`config.mk`:
```
export PLATFORM = sky130hd
export DESIGN_NAME = hazard_track_unit
export DESIGN_NICKNAME = d
export VERILOG_FILES = /design/src/rtl/cpu_pipe_pkg.sv /design/src/rtl/hazard_track_unit_sat_counter.sv /design/src/rtl/hazard_track_unit.sv
export SDC_FILE = /design/constraint.sdc
export NUM_CORES = 1
export LEC_CHECK = 0
export ABC_AREA = 0
export BUFFER_PORTS_ARGS = -buffer_cell sky130_fd_sc_hd__buf_2
export CORE_MARGIN = 8
export CORE_UTILIZATION = 50
export DETAILED_ROUTE_END_ITERATION = 10
export HOLD_SLACK_MARGIN = 0.05
export PLACE_DENSITY = 0.77
export SLEW_MARGIN = 20
export SYNTH_ARGS = -nofsm -noshare
export SYNTH_HDL_FRONTEND = slang
export SYNTH_SLANG_ARGS = --single-unit
```
`constraint.sdc`:
```
create_clock -name clk -period 3.7 [get_ports clk]
set_clock_uncertainty 0.15 [all_clocks]
set_input_delay 0.555 -clock clk [delete_from_list [all_inputs] [get_ports clk]]
set_output_delay 0.555 -clock clk [all_outputs]
set_load 0.01 [all_outputs]
```
`src/rtl/cpu_pipe_pkg.sv`:
```
// Shared pipeline constants, stage-control record and hazard-tracker FSM states.
package cpu_pipe_pkg;

  localparam int REG_W = 4;
  localparam logic [REG_W-1:0] ADDR_REG = 4'd10;

  typedef struct packed {
    logic [REG_W-1:0] rd;
    logic [REG_W-1:0] rt;
    logic             regwrite;
    logic             memread;
    logic             memwrite;
  } stage_ctl_t;

  localparam stage_ctl_t STAGE_NOP = '0;

  typedef enum logic [1:0] {
    RUN,
    LDSTALL,
    MEM_WAIT
  } pipe_state_e;

endpackage

```
`src/rtl/hazard_track_unit_sat_counter.sv`:
```
// Event counter that sticks at all-ones instead of wrapping.
module sat_counter #(
  parameter int CNT_W = 16
) (
  input  logic             clk_i,
  input  logic             rst_i,
  input  logic             inc_i,
  input  logic             clear_i,
  output logic [CNT_W-1:0] count_o
);

  logic [CNT_W-1:0] count_q;

  always_ff @(posedge clk_i or posedge rst_i) begin
    if (rst_i) begin
      count_q <= '0;
    end else if (clear_i) begin
      count_q <= '0;
    end else if (inc_i && (count_q != '1)) begin
      count_q <= count_q + 1'b1;
    end
  end

  assign count_o = count_q;

endmodule

```
`src/rtl/hazard_track_unit.sv`:
```
// Tracks in-flight destinations through ID/EX, EX/MEM and MEM/WB for the forwarding
// unit, bubbling uncoverable load-use pairs and freezing on unacknowledged memory accesses.
module hazard_track_unit
  import cpu_pipe_pkg::*;
#(
  parameter int CNT_W = 16
) (
  input  logic             clk,
  input  logic             rest,
  input  logic             id_valid,
  input  logic [REG_W-1:0] id_src_a,
  input  logic [REG_W-1:0] id_src_b,
  input  logic [REG_W-1:0] id_dest,
  input  logic             id_regwrite,
  input  logic             id_memread,
  input  logic             id_memwrite,
  input  logic             mem_ready,
  output logic             stall_fetch,
  output logic             bubble_idex,
  output logic             freeze,
  output logic [REG_W-1:0] idex_rd,
  output logic [REG_W-1:0] idex_rt,
  output logic             idex_regwrite,
  output logic             idex_memread,
  output logic             idex_memwrite,
  output logic [REG_W-1:0] exmem_rd,
  output logic             exmem_regwrite,
  output logic             exmem_mem,
  output logic [REG_W-1:0] memwb_rd,
  output logic             memwb_regwrite,
  output logic [CNT_W-1:0] load_stalls,
  output logic [CNT_W-1:0] wait_cycles
);

  pipe_state_e      state_q;
  stage_ctl_t       idexStage_q, idexStage_d;
  logic [REG_W-1:0] exmemRd_q, memwbRd_q;
  logic             exmemRegwrite_q, exmemMem_q, memwbRegwrite_q;
  logic             freezeCond, addrUse, srcMatch, hazard;

  assign freezeCond = exmemMem_q & ~mem_ready;
  assign addrUse    = id_memread | id_memwrite;
  assign srcMatch   = (idexStage_q.rd == id_src_a) || (idexStage_q.rd == id_src_b) ||
                      ((idexStage_q.rd == ADDR_REG) && addrUse);

  // Also evaluated in MEM_WAIT so a load-use pair held by the freeze is bubbled on release.
  assign hazard = id_valid && (state_q != LDSTALL) && idexStage_q.memread &&
                  idexStage_q.regwrite && (idexStage_q.rd != '0) && srcMatch;

  assign bubble_idex = hazard & ~freezeCond;
  assign freeze      = freezeCond;
  assign stall_fetch = bubble_idex | freezeCond;

  always_comb begin
    idexStage_d = STAGE_NOP;
    if (id_valid && !bubble_idex) begin
      idexStage_d.rd       = id_regwrite ? id_dest : id_src_a;
      idexStage_d.rt       = id_src_b;
      idexStage_d.regwrite = id_regwrite;
      idexStage_d.memread  = id_memread;
      idexStage_d.memwrite = id_memwrite;
    end
  end

  always_ff @(posedge clk or posedge rest) begin
    if (rest) begin
      state_q         <= RUN;
      idexStage_q     <= STAGE_NOP;
      exmemRd_q       <= '0;
      exmemRegwrite_q <= 1'b0;
      exmemMem_q      <= 1'b0;
      memwbRd_q       <= '0;
      memwbRegwrite_q <= 1'b0;
    end else begin
      case (state_q)
        RUN, MEM_WAIT: begin
          if (freezeCond)  state_q <= MEM_WAIT;
          else if (hazard) state_q <= LDSTALL;
          else             state_q <= RUN;
        end
        LDSTALL: state_q <= freezeCond ? MEM_WAIT : RUN;
        default: state_q <= RUN;
      endcase
      if (!freezeCond) begin
        idexStage_q     <= idexStage_d;
        exmemRd_q       <= idexStage_q.rd;
        exmemRegwrite_q <= idexStage_q.regwrite;
        exmemMem_q      <= idexStage_q.memread | idexStage_q.memwrite;
        memwbRd_q       <= exmemRd_q;
        memwbRegwrite_q <= exmemRegwrite_q;
      end
    end
  end

  assign idex_rd        = idexStage_q.rd;
  assign idex_rt        = idexStage_q.rt;
  assign idex_regwrite  = idexStage_q.regwrite;
  assign idex_memread   = idexStage_q.memread;
  assign idex_memwrite  = idexStage_q.memwrite;
  assign exmem_rd       = exmemRd_q;
  assign exmem_regwrite = exmemRegwrite_q;
  assign exmem_mem      = exmemMem_q;
  assign memwb_rd       = memwbRd_q;
  assign memwb_regwrite = memwbRegwrite_q;

  sat_counter #(.CNT_W(CNT_W)) u_loadStallCnt (
    .clk_i   (clk),
    .rst_i   (rest),
    .inc_i   (bubble_idex),
    .clear_i (1'b0),
    .count_o (load_stalls)
  );

  sat_counter #(.CNT_W(CNT_W)) u_waitCycleCnt (
    .clk_i   (clk),
    .rst_i   (rest),
    .inc_i   (freezeCond),
    .clear_i (1'b0),
    .count_o (wait_cycles)
  );

endmodule
```
==> qor.txt <==
first-pass GRT wire length: 10.3 mm
part of the cycle the worst path needs: 73.7%
Via Count: 2159
CTS tree: done
share of cells above drive strength 1: 31.0%
fill count: 461
layout overhead on the synthesized area: 19.8%
DRT Pass-1 Iters: 4
Final GP Congestion: 0.809
PnR worst setup slack: 0.971 ns
1st-iter DRT viols: 112
setup TNS: 0 ns
Min-Delay Path Class: in -> async
Clock Tree Root: clkbuf_8
ys async rst share: 100%
clk buf depth: 2
pwr dens: 460 mW/mm^2
Final Hold Viols: 0
Initial Util: 52.3%
Internal: 1.02 mW
RSZ-0062 raised after global routing: false
Syn Nets: 276
Clk pwr share: 27.8%
Global Route Usage Sum: 16.5%
setup bufs post-CTS: 0
CP max FO: 12
Mean Syn Cell Area: 10.5 sq um
Post-CTS Hold Buffers: 0
Reg2Reg Depth: 5
grt total ovfl: 0
WHS: 0.204 ns
most frequent cells in the layout: buf_2 (75), dfrtp_1 (56), nand2_1 (47), xor2_1 (27), nand3_1 (15)
switch share: 31.3%
core footprint: 0.00514 sq mm
CP cell instances: xor2_1 -> nor4_2 -> o31ai_4 -> nand2_1 -> buf_2
Slew @ Worst Pin: 0.723 ns
Clk Latency, worst-skew pair: 0.31 ns
sequential-to-total area share from yosys stat: 52.1%
max_cap viols: 0
largest incremental delay on the critical path: 0.60 ns
leading cell type in the layout, fill and taps excluded: buf_2
H-tree levels: 2
Reg area: 0.00140 sq mm
PortBufs: 75
Placement Cell Area: 0.00310 sq mm
outcome: complete, no violations
post-synthesis cell count: 255
Arr. time, crit path: 2.02 ns
Gate power share: 20.0%
Die Area: 0.00798 sq mm
hpwl dp: 4.72 mm
Leakage: 1.73 nW
vias in the first global route: 2157
CP startpoint kind: register
Post-synth EDFFs: 0
routed vias/inst: 5.41
Crit path required time: 2.99 ns
# diodes: 0
Mapped Area: 0.00269 sq mm
Ports: 76
chip height: 89.3 um
Max Transition Viols Final: 0
register bit total from synthesis: 56
Die Wd: 89.3 um
Inst Count DP: 391
post-place setup slack: 1.16 ns
Rel. slew slack: 51.8%
Netlist cell types: 41
Worst-path clk slew: 0.10 ns
initial antenna violation count: 0
register share of total power: 52.2%
Final setup viols: 0
pin count of the biggest net entering global routing: 36
dominant synthesized flop cell: dfrtp_1
# DRC: 0
final instance area: 0.00322 sq mm
Yosys warnings: 0
site row count: 26
Routed WL: 6.25 mm
footprint of the multi-input gates: 0.00119 sq mm
Resize count post-CTS: 0
# clock sinks: 56
Max Freq: 366 MHz
Tmin final: 2.73 ns
total power: 1.48 mW
Wirelength per Cell: 15.7 um
Worst Path Class, Setup: reg -> out
sw power: 0.463 mW
Final nets: 349
post-route ant nets: 0
Finished Core Util: 62.6%
Crit. End Element: output port
slowest CP cell: o31ai_4
VDD IR-drop max: 0.206 mV
final non-filler cell total: 399
TritonCTS Buffers: 5
cells in the mapped netlist, types with 3 or more instances:
library cell	n	area share (%)
nor3_2	6	2.2
and3_1	3	0.70
nand4_1	9	2.1
nand2_1	47	6.6
nor2_1	11	1.5
nor4_2	3	1.4
xor2_1	27	8.8
dfrtp_1	56	52
inv_1	5	0.70
xnor2_1	9	2.9
nor4_1	9	2.1
nor3_1	7	1.3
nand3_1	15	2.8
a22o_1	7	2.3
buf_2	5	0.93
mux2i_1	4	1.5
o21ai_0	3	0.56
routing by layer:
metal  GRT usage [%]  part of all wire, %
met5               0                    0
met2            25.4                   46
met4            3.78                 0.94
met3            4.87                  6.3
met1            22.2                   46
worst max-delay path: cells and delay by family, from the launching register on:
| family | cells | cell delay (ns) |
|---|---|---|
| buf+inv | 1 | 0.16 |
| simple gates | 2 | 0.20 |
| xor+xnor | 1 | 0.22 |
| compound gates | 1 | 0.60 |
| flops | 1 | 0.54 |
power groups by stage:
stage | logic (mW) | registers [mW] | clock network (mW)
final | 0.296 | 0.773 | 0.411
after global routing | 0.332 | 0.788 | 0.440
after CTS | 0.303 | 0.774 | 0.413
after detailed placement | 0.303 | 0.785 | 0
after global placement | 0.296 | 0.782 | 0
after floorplan | 0.157 | 0.796 | 0
path summary, 6_finish.rpt:
kind / startpoint / to / slack (ns)
setup / recovery: idex_rd[1] / stall_fetch / 0.97
hold / removal: rest / u_waitCycleCnt.count_o[6] / 0.20
setup reg to reg: u_loadStallCnt.count_o[3] / u_loadStallCnt.count_o[1] / 1.14
hold reg to reg: state_q[1] / state_q[1] / 0.32
max in group asynchronous: rest / idex_rt[1] / 2.45
min in group clk: state_q[1] / state_q[1] / 0.32
cell families (layout without fill, tap and decap cells):
| group | count (synthesis) | after routing | synth area share (%) |
|---|---|---|---|
| AND/OR/NAND/NOR | 120 | 120 | 23.9 |
| flip-flops | 56 | 56 | 52.1 |
| XOR/XNOR | 36 | 36 | 11.7 |
| buffers and inverters | 18 | 92 | 3.45 |
| AO/OA/AOI/OAI | 16 | 16 | 4.98 |
| multiplexers | 7 | 7 | 2.89 |
| adder cells (fa/ha/maj) | 2 | 2 | 0.931 |
flip-flops by register name, summed over array words and instances (netlist names):
register	cells
exmem_mem	1
exmem_rd	4
exmem_regwrite	1
idex_memread	1
idex_memwrite	1
idex_rd	4
idex_regwrite	1
idex_rt	4
memwb_rd	4
memwb_regwrite	1
state_q	2
u_loadStallCnt.count_o	16
u_waitCycleCnt.count_o	16
cell type report:
cell class | count | area share, %
Clock buffer | 5 | 2.14
Clock inverter | 3 | 1.48
Inverter | 6 | 0.700
Multi-Input combinational cell | 181 | 37.1
Sequential cell | 56 | 43.5
Tap cell | 70 | 2.72
Timing Repair Buffer | 78 | 12.4
Note: power is estimated with default switching activity, not from simulation.
